### config.mk
export PLATFORM = sky130hd
export DESIGN_NAME = reg_intf_byte_bridge_flat
export DESIGN_NICKNAME = d
export VERILOG_FILES = /design/src/rtl/reg_intf_pkg.sv /design/src/rtl/reg_intf_byte_bridge_if.sv /design/src/rtl/reg_intf_timeout_cnt.sv /design/src/rtl/reg_intf_byte_bridge.sv /design/src/flat_wrapper.sv
export SDC_FILE = /design/constraint.sdc
export NUM_CORES = 1
export LEC_CHECK = 0
export BUFFER_PORTS_ARGS = -buffer_cell sky130_fd_sc_hd__buf_2
export CAP_MARGIN = 30
export CELL_PAD_IN_SITES_DETAIL_PLACEMENT = 0
export CELL_PAD_IN_SITES_GLOBAL_PLACEMENT = 1
export CORE_UTILIZATION = 40
export DETAILED_ROUTE_END_ITERATION = 8
export GPL_TIMING_DRIVEN = 0
export PLACE_DENSITY = 0.79
export SLEW_MARGIN = 10
export SYNTH_ARGS = -nofsm -noshare
export SYNTH_HDL_FRONTEND = slang
export SYNTH_SLANG_ARGS = --single-unit
### constraint.sdc
create_clock -name clk -period 3.58 [get_ports clk]
set_input_delay 0.358 -clock clk [delete_from_list [all_inputs] [get_ports clk]]
set_output_delay 0.358 -clock clk [all_outputs]
set_load 0.01 [all_outputs]
### src/rtl/reg_intf_pkg.sv
// Shared widths, opcode defaults and the bridge state encoding for the
// byte-stream register bridge.
package reg_intf_pkg;

    localparam int ADDR_W = 14;
    localparam int DATA_W = 16;

    localparam logic [7:0] OP_WR_DEF = 8'h57;
    localparam logic [7:0] OP_RD_DEF = 8'h52;

    typedef enum logic [3:0] {
        ST_IDLE,
        ST_ADDR_H,
        ST_ADDR_L,
        ST_DATA_H,
        ST_DATA_L,
        ST_WRITE,
        ST_READ,
        ST_TX_H,
        ST_TX_L
    } bridge_state_t;

    // States in which an inbound byte may be taken.
    function automatic logic takes_rx(input bridge_state_t s);
        return s inside {ST_IDLE, ST_ADDR_H, ST_ADDR_L, ST_DATA_H, ST_DATA_L};
    endfunction

    // Counter width able to hold the value n (at least one bit).
    function automatic int cnt_width(input int n);
        return (n < 1) ? 1 : $clog2(n + 1);
    endfunction

endpackage

### src/rtl/reg_intf_byte_bridge_if.sv
// Signal bundle between the host byte link, the bridge and the register bus.
// slave = bridge view, master = host/register-file side.
interface reg_intf_byte_bridge_if;

    logic [7:0]                       rx_data;
    logic                             rx_valid;
    logic                             rx_ready;
    logic [7:0]                       tx_data;
    logic                             tx_valid;
    logic                             tx_ready;
    logic                             wr_en;
    logic                             rd_en;
    logic [reg_intf_pkg::ADDR_W-1:0]  addr;
    logic [reg_intf_pkg::DATA_W-1:0]  write_data;
    logic [reg_intf_pkg::DATA_W-1:0]  read_data;
    logic                             busy;
    logic                             err_pulse;

    modport slave (
        input  rx_data, rx_valid, tx_ready, read_data,
        output rx_ready, tx_data, tx_valid, wr_en, rd_en, addr, write_data,
               busy, err_pulse
    );

    modport master (
        output rx_data, rx_valid, tx_ready, read_data,
        input  rx_ready, tx_data, tx_valid, wr_en, rd_en, addr, write_data,
               busy, err_pulse
    );

endinterface

### src/rtl/reg_intf_timeout_cnt.sv
// Inter-byte idle counter: expire fires in the cycle the count would reach
// TIMEOUT_CYC, so a byte arriving in that same cycle still wins.
module reg_intf_timeout_cnt
    import reg_intf_pkg::*;
#(
    parameter int TIMEOUT_CYC = 1024,
    localparam int CNT_W      = cnt_width(TIMEOUT_CYC)
) (
    input  logic             clk,
    input  logic             rst,
    input  logic             clear,
    input  logic             enable,
    input  logic [CNT_W-1:0] limit,
    output logic             expire
);

    logic [CNT_W-1:0] count_reg;
    logic [CNT_W-1:0] count_next;
    logic [CNT_W-1:0] last_cnt;

    assign last_cnt = limit - CNT_W'(1);

    always_comb begin
        count_next = count_reg + CNT_W'(1);
        if (clear || !enable || (limit == '0)) begin
            count_next = '0;
        end
    end

    always_ff @(posedge clk or negedge rst) begin
        if (!rst) begin
            count_reg <= '0;
        end else begin
            count_reg <= count_next;
        end
    end

    assign expire = enable && !clear && (limit != '0) && (count_reg == last_cnt);

endmodule

### src/rtl/reg_intf_byte_bridge.sv
// Framed byte stream -> single-cycle register write/read strobes, with the
// read result returned as two bytes (high first) on the tx stream.
module reg_intf_byte_bridge
    import reg_intf_pkg::*;
#(
    parameter int         TIMEOUT_CYC = 1024,
    parameter logic [7:0] OP_WR       = OP_WR_DEF,
    parameter logic [7:0] OP_RD       = OP_RD_DEF
) (
    input  logic                  clk,
    input  logic                  rst,
    reg_intf_byte_bridge_if.slave bus
);

    localparam int CNT_W = cnt_width(TIMEOUT_CYC);

    bridge_state_t       state_reg, state_next;
    logic                err_next;
    logic                rx_ready_int;
    logic                accept;
    logic                expire;
    logic                op_rd_reg;
    logic                wr_en_reg, rd_en_reg, tx_valid_reg, busy_reg, err_pulse_reg;
    logic [ADDR_W-1:0]   addr_reg;
    logic [DATA_W-1:0]   write_data_reg;
    logic [DATA_W-1:0]   hold_reg;

    assign rx_ready_int = takes_rx(state_reg);
    assign accept       = bus.rx_valid && rx_ready_int;

    reg_intf_timeout_cnt #(
        .TIMEOUT_CYC (TIMEOUT_CYC)
    ) u_timeout (
        .clk    (clk),
        .rst    (rst),
        .clear  (accept),
        .enable (rx_ready_int && (state_reg != ST_IDLE)),
        .limit  (CNT_W'(TIMEOUT_CYC)),
        .expire (expire)
    );

    always_ff @(posedge clk or negedge rst) begin
        if (!rst) begin
            state_reg <= ST_IDLE;
        end else begin
            state_reg <= state_next;
        end
    end

    always_comb begin
        state_next = state_reg;
        err_next   = 1'b0;
        case (state_reg)
            ST_IDLE: begin
                if (accept) begin
                    if ((bus.rx_data == OP_WR) || (bus.rx_data == OP_RD)) begin
                        state_next = ST_ADDR_H;
                    end else begin
                        err_next = 1'b1;
                    end
                end
            end
            ST_ADDR_H: if (accept) state_next = ST_ADDR_L;
            ST_ADDR_L: if (accept) state_next = op_rd_reg ? ST_READ : ST_DATA_H;
            ST_DATA_H: if (accept) state_next = ST_DATA_L;
            ST_DATA_L: if (accept) state_next = ST_WRITE;
            ST_WRITE:  state_next = ST_IDLE;
            ST_READ:   state_next = ST_TX_H;
            ST_TX_H:   if (bus.tx_ready) state_next = ST_TX_L;
            ST_TX_L:   if (bus.tx_ready) state_next = ST_IDLE;
            default:   state_next = ST_IDLE;
        endcase
        // Abandoned frame: drop back to IDLE without issuing a strobe.
        if (expire) begin
            state_next = ST_IDLE;
            err_next   = 1'b1;
        end
    end

    always_ff @(posedge clk or negedge rst) begin
        if (!rst) begin
            wr_en_reg      <= 1'b0;
            rd_en_reg      <= 1'b0;
            tx_valid_reg   <= 1'b0;
            busy_reg       <= 1'b0;
            err_pulse_reg  <= 1'b0;
            op_rd_reg      <= 1'b0;
            addr_reg       <= '0;
            write_data_reg <= '0;
            hold_reg       <= '0;
        end else begin
            wr_en_reg     <= (state_next == ST_WRITE);
            rd_en_reg     <= (state_next == ST_READ);
            tx_valid_reg  <= (state_next == ST_TX_H) || (state_next == ST_TX_L);
            busy_reg      <= (state_next != ST_IDLE);
            err_pulse_reg <= err_next;
            if (accept) begin
                case (state_reg)
                    ST_IDLE:   op_rd_reg             <= (bus.rx_data == OP_RD);
                    ST_ADDR_H: addr_reg[13:8]        <= bus.rx_data[5:0];
                    ST_ADDR_L: addr_reg[7:0]         <= bus.rx_data;
                    ST_DATA_H: write_data_reg[15:8]  <= bus.rx_data;
                    ST_DATA_L: write_data_reg[7:0]   <= bus.rx_data;
                    default:   ;
                endcase
            end
            if (state_reg == ST_READ) begin
                hold_reg <= bus.read_data;
            end
        end
    end

    assign bus.rx_ready   = rx_ready_int;
    assign bus.tx_data    = (state_reg == ST_TX_L) ? hold_reg[7:0] : hold_reg[15:8];
    assign bus.tx_valid   = tx_valid_reg;
    assign bus.wr_en      = wr_en_reg;
    assign bus.rd_en      = rd_en_reg;
    assign bus.addr       = addr_reg;
    assign bus.write_data = write_data_reg;
    assign bus.busy       = busy_reg;
    assign bus.err_pulse  = err_pulse_reg;

endmodule

### src/flat_wrapper.sv
// flat-port wrapper written by rule: the top's interface ports become plain ports
module reg_intf_byte_bridge_flat import reg_intf_pkg::*;
#(
    parameter int         TIMEOUT_CYC = 1024,
    parameter logic [7:0] OP_WR       = OP_WR_DEF,
    parameter logic [7:0] OP_RD       = OP_RD_DEF
)
  (clk, rst, bus_rx_data, bus_rx_valid, bus_tx_ready, bus_read_data, bus_rx_ready, bus_tx_data, bus_tx_valid, bus_wr_en, bus_rd_en, bus_addr, bus_write_data, bus_busy, bus_err_pulse);
  reg_intf_byte_bridge_if bus_i ();
  input  logic clk;
  input  logic rst;
  input wire logic [$bits(bus_i.rx_data)-1:0] bus_rx_data;
  input wire logic [$bits(bus_i.rx_valid)-1:0] bus_rx_valid;
  input wire logic [$bits(bus_i.tx_ready)-1:0] bus_tx_ready;
  input wire logic [$bits(bus_i.read_data)-1:0] bus_read_data;
  output wire logic [$bits(bus_i.rx_ready)-1:0] bus_rx_ready;
  output wire logic [$bits(bus_i.tx_data)-1:0] bus_tx_data;
  output wire logic [$bits(bus_i.tx_valid)-1:0] bus_tx_valid;
  output wire logic [$bits(bus_i.wr_en)-1:0] bus_wr_en;
  output wire logic [$bits(bus_i.rd_en)-1:0] bus_rd_en;
  output wire logic [$bits(bus_i.addr)-1:0] bus_addr;
  output wire logic [$bits(bus_i.write_data)-1:0] bus_write_data;
  output wire logic [$bits(bus_i.busy)-1:0] bus_busy;
  output wire logic [$bits(bus_i.err_pulse)-1:0] bus_err_pulse;
  assign bus_i.rx_data = bus_rx_data;
  assign bus_i.rx_valid = bus_rx_valid;
  assign bus_i.tx_ready = bus_tx_ready;
  assign bus_i.read_data = bus_read_data;
  assign bus_rx_ready = bus_i.rx_ready;
  assign bus_tx_data = bus_i.tx_data;
  assign bus_tx_valid = bus_i.tx_valid;
  assign bus_wr_en = bus_i.wr_en;
  assign bus_rd_en = bus_i.rd_en;
  assign bus_addr = bus_i.addr;
  assign bus_write_data = bus_i.write_data;
  assign bus_busy = bus_i.busy;
  assign bus_err_pulse = bus_i.err_pulse;
  reg_intf_byte_bridge #(.TIMEOUT_CYC(TIMEOUT_CYC), .OP_WR(OP_WR), .OP_RD(OP_RD)) u_core (.clk(clk), .rst(rst), .bus(bus_i));
endmodule
# --- Word level (Yosys, flattened, before mapping) ---
# Index checks and enable logic that the tools add are counted.
totals:
  wordCells: 63
  regBits: 67
  out_inout_bits: 44
  inputBits: 28
op_classes:
  n_mux: 17
  n_eq_ne: 14
  n_addsub: 1
  n_reduce_logical: 18
op_table:
  columns: ["op", "n"]
  rows:
  - ["two-way mux 4 bit", 9]
  - ["case mux 4 bit (8 select lines)", 1]
  - ["== test 4 x 3 -> 1 bit, second input constant", 6]
  - ["== test 8 x 7 -> 1 bit, second input constant", 2]
  - ["adder 11 x 1 -> 11 bit, second input constant", 1]
  - ["== test 11 x 10 -> 1 bit, second input constant", 1]
  - ["two-way mux 11 bit", 1]
  - ["AND reduction 2 bit", 5]
  - ["== test 4 x 2 -> 1 bit, second input constant", 2]
  - ["== test 4 bit, second input constant", 2]
  - ["two-way mux 8 bit", 1]
  - ["nonzero test 4 bit", 2]
  - ["nonzero test 5 bit", 1]
  - ["== test 4 x 1 -> 1 bit, second input constant", 1]
  - ["logical AND 1 bit", 4]
  - ["zero test 4 bit", 1]
  - ["two-way mux 1 bit", 4]
  - ["logical OR 1 bit", 3]
  - ["two-way mux 3 bit", 1]
  - ["zero test 1 bit", 2]

# --- Depth between registers and ports, before layout ---
logic_depth:
  word_depth: 9
  ltp_mapped: 6
  ltp_nobuf: 5

# --- Hierarchy ---
# Synthesis repeated with hierarchy kept, for this count alone.
unflattened:
  cells_unflattened: 276
  area_unflattened_um2: 3329.4
modules_own_cells:
  columns: ["module", "instances", "area_each_um2", "seq_area_each_um2", "cells_each"]
  rows:
  - ["reg_intf_byte_bridge", 1, 2493.6, 1401.3, 181]
  - ["reg_intf_timeout_cnt", 1, 835.8, 275.3, 95]

# --- Worst setup path before layout ---
# OpenSTA, ideal clock, no wires.
synth_timing:
  path_type: "flip-flop to flip-flop"
  from: "register u_core.state_reg[3]"
  to: "register u_core.hold_reg[10]"
  n_path_buf: 2
  required_ns: 3.452
  t_arrival_ns: 1.542
  setup_time_ns: 0.128
  stages_incl_launch_ff: 6
  period_less_slack_ns: 1.669
  slack_ns: 1.911
  path_cell_list: "dfrtp_1 clkbuf_1 or2b_1 nor2_4 buf_4 mux2_1"
synth_via:
  elab_chain_cells: 1
synth_rtl:
  columns: ["element", "line", "source"]
  rows:
  - ["start, declared", "reg_intf_byte_bridge.sv:17", "bridge_state_t state_reg, state_next;"]
  - ["start signal, assigned", "reg_intf_byte_bridge.sv:46", "state_reg <= state_next;"]
  - ["== test 4 x 3 -> 1 bit", "reg_intf_byte_bridge.sv:107", "if (state_reg == ST_READ) begin"]
  - ["end signal, assigned", "reg_intf_byte_bridge.sv:108", "hold_reg <= bus.read_data;"]
  - ["end, declared", "reg_intf_byte_bridge.sv:26", "logic [DATA_W-1:0] hold_reg;"]
# No other way between the ends.
# A chain may end at the register's enable or synchronous reset.

# --- Final worst setup path ---
layout_timing:
  from: "register u_core.state_reg[0]"
  to: "output bus_tx_data[1]"
layout_via:
  elab_chain_cells: 2
layout_rtl:
  columns: ["element", "line", "source"]
  rows:
  - ["== test 4 bit", "reg_intf_byte_bridge.sv:114", "assign bus.tx_data = (state_reg == ST_TX_L) ? hold_reg[7:0] : hold_reg[15:8];"]
  - ["two-way mux 8 bit", "reg_intf_byte_bridge.sv:114", null]
  - ["end, declared", "flat_wrapper.sv:17", "output wire logic [$bits(bus_i.tx_data)-1:0] bus_tx_data;"]
# No other way between the ends.

==> summary.txt <==
Outcome
  – Outcome: completed

Clock network
  – CTS tree: built
  – Postcts setup bufs: 0
  – Clk pin slew, worst setup/hold paths: 0.07 ns
  – Clock Root Buffer: clkbuf_8
  – Skew-Pair Late Insertion Delay: 0.34 ns
  – CTS Sinks: 67
  – Worst-case clock buffer depth: 2
  – TritonCTS Buffers: 9
  – H-tree depth: 3

STA
  – Fin Hold WS: 0.2326 ns
  – Relative slew margins: 62.45%
  – Clk_skew: 0.01163 ns
  – Setup TNS: 0 ns
  – Final setup viols: 0
  – Achievable Freq: 450.3 MHz
  – Final hold violations: 0
  – Post-route clock period utilization: 62.03%
  – Final min period: 2.221 ns
  – Slew Viols, Final: 0
  – RSZ-0062 raised after global routing: false
  – Worst Tran Pin Value: 0.5603 ns

Route
  – First drt pass iteration count: 4
  – Total number of vias: 2170
  – Post-DR vias/cell: 5.023
  – Final WL: 6.066 mm
  – Starting DRT DRC Count: 107
  – Wire length per cell: 14.04 um
  – Post-route DRC: 0
  – DRT antenna net count: 0

Floorplanning
  – Core area: 7214 sq um
  – # IOs: 72
  – Initial Utilization: 41.05%
  – Die X: 88.05 um
  – Die area: 7752 sq um
  – Die H: 88.05 um
  – Row count: 31

Setup path
  – CP Capture Type: primary output
  – Delay-heaviest family, CP: simple AND/OR/NAND/NOR gates
  – Setup crit start kind: flop
  – Crit path max-delay cell type: dfrtp_1
  – Critical path peak fanout: 8
  – Setup CP Type: flop to primary output
  – Slowest stage delay, CP: 0.47 ns
  – Critical Path RT: 3.22 ns
  – CP bufs+invs: 2
  – Top cell by count, worst path: nand2_1
  – Worst path cell trace: nor2_1, and3_1, clkbuf_1, nand2_1, nand2_1, buf_2
  – CP arrival: 1.86 ns

Cells and area
  – Area of the multi-input gates: 1201 sq um
  – Syn-to-layout area delta: 24.25%
  – FF/Latch Area: 1677 sq um
  – Fin nets: 357
  – Layout cells sized above 1: 41.14%
  – Filler Cell Count: 694
  – N_diodes: 0

Synth
  – Post-Syn Nets: 274
  – #FFs+latches synth: 67
  – Largest cells by area after synthesis: dfrtp_1 (57%), mux2_2 (14%), nand2_1 (3.9%), mux2_1 (3.8%), nor2_1 (2.2%)
  – Fraction of registers with async set/reset: 100.0%
  – Distinct cells, synth: 46
  – Post-Synthesis Mean Instance Area: 12.09 sq um
  – Cell taking the most area after synthesis: dfrtp_1
  – Predominant post-synthesis flop cell: dfrtp_1
  – Seq/Total Area, Yosys: 56.61%
  – Number of synthesized flops with an enable pin: 0
  – Post-Syn Instances: 245
  – Synthesized area: 2962 sq um
  – Synth top area share: 56.61%
  – Warnings, synthesis: 0

Power and ir drop
  – Peak VDD IR: 0.3983 mV
  – LEAKAGE: 0.001778 uW
  – PwrDens: 800.0 nW/um^2

Global route
  – Largest net degree at the start of global routing: 65
  – Global route total overflow: 0
  – Via count of the first global-routing pass: 2109
  – First-pass GRT wire length: 10.26 mm
  – Initial antenna violation count: 0
  – Global Route Usage Sum: 17.64%

Hold path
  – HP Class: input port to flop

Placed design
  – Number of port buffers: 70
  – HPWL after DPL: 4.234 mm
  – Gpl congestion: 0.7593

Job
  – Max Cap Violations: 0
[cell usage after synthesis, drive strengths merged, types with 5 or more instances]
| cell type | number |
|---|---|
| a21oi | 6 |
| buf | 7 |
| dfrtp | 67 |
| inv | 5 |
| mux2 | 46 |
| nand2 | 31 |
| nand3 | 7 |
| nor2 | 18 |
| xor2 | 5 |
[stage by stage]
step / cell area [sq um] / utilization, % / total power (uW) / worst slack (ns) / instances
after floorplan: 2962 / - / 1921 / 1.911 / 245
after global placement: 3436 / 47.62 / 2304 / 1.699 / 414
final: 3680 / 51.01 / 2944 / 1.359 / 432
after global routing: 3680 / 51.01 / 3152 / 1.146 / 432
after CTS: 3680 / 51.01 / 2982 / 1.341 / 432
after detailed placement: 3466 / 48.04 / 2334 / 1.675 / 415
[report_power, final]
group          switching (uW)  leakage (uW)  internal [uW]
clock                     280      0.000106            359
combinational             566      0.000831            541
sequential                142      0.000841           1060
total                     987       0.00178           1960
[metal layers]
layer  wire length [um]  global-route usage [%]  vias to the layer above  share of wire (%)
li1                   -                       -                     1021                  -
met3                277                   4.713                        6                4.6
met5                  0                       0                        -                  0
met1               2884                   23.77                     1082                 48
met4                 65                   7.478                        0                1.1
met2               2838                   26.99                       61                 47
[what timing repair did]
action	4_1_cts	5_1_grt
hold buffers	1	0
endpoints found under the setup margin	0	0
endpoints found under the hold margin	3	0
gates resized for setup	0	0
[path summary, 6_finish.rpt]
path / endpoint / from / slack [ns] / depth (start not counted)
setup / recovery: bus_tx_data[1] / u_core.state_reg[0] / 1.36 / 6
hold / removal: u_core.hold_reg[13] / bus_read_data[13] / 0.23 / 2
setup reg to reg: u_core.hold_reg[12] / u_core.state_reg[3] / 1.69 / 5
hold reg to reg: u_core.u_timeout.count_reg[0] / u_core.u_timeout.count_reg[0] / 0.45 / 1
max in group asynchronous: u_core.bus.rd_en / rst / 2.70 / 3
min in group asynchronous: u_core.hold_reg[13] / rst / 0.37 / 2
[area by class of cell]
| cell class | instances | area share, % |
|---|---|---|
| buffer | 11 | 1.768 |
| sequential | 67 | 45.56 |
| inverter | 5 | 0.5100 |
| tap | 99 | 3.366 |
| timing repair buffer | 72 | 10.61 |
| multi-input combinational | 162 | 32.64 |
| clock buffer | 12 | 4.216 |
| clock inverter | 4 | 1.326 |
[placed cells by master, fill, tap and decap left out, drive strengths merged, types with 2 or more instances in the layout]
cell and instances:
a21oi 6, a22oi 2, a31oi 2, and3 4, buf 78, clkbuf 16, clkinv 3, dfrtp 67
inv 5, mux2 46, nand2 31, nand2b 3, nand3 7, nand4 3, nor2 18, nor2b 2
nor3 2, o21a 2, o21ai 4, o22ai 3, or4 2, xnor2 4, xor2 5
[cells by family (layout without fill, tap and decap cells)]
family	Yosys count	count (layout)	share of synthesized area, %
buf+inv	16	104	2.831
simple gates	81	81	13.73
flops	67	67	56.61
compound gates	25	25	6.253
xor+xnor	9	9	2.661
mux	46	46	17.49
fa+ha+maj	1	1	0.4224
Power figures use the tool's default switching activity.
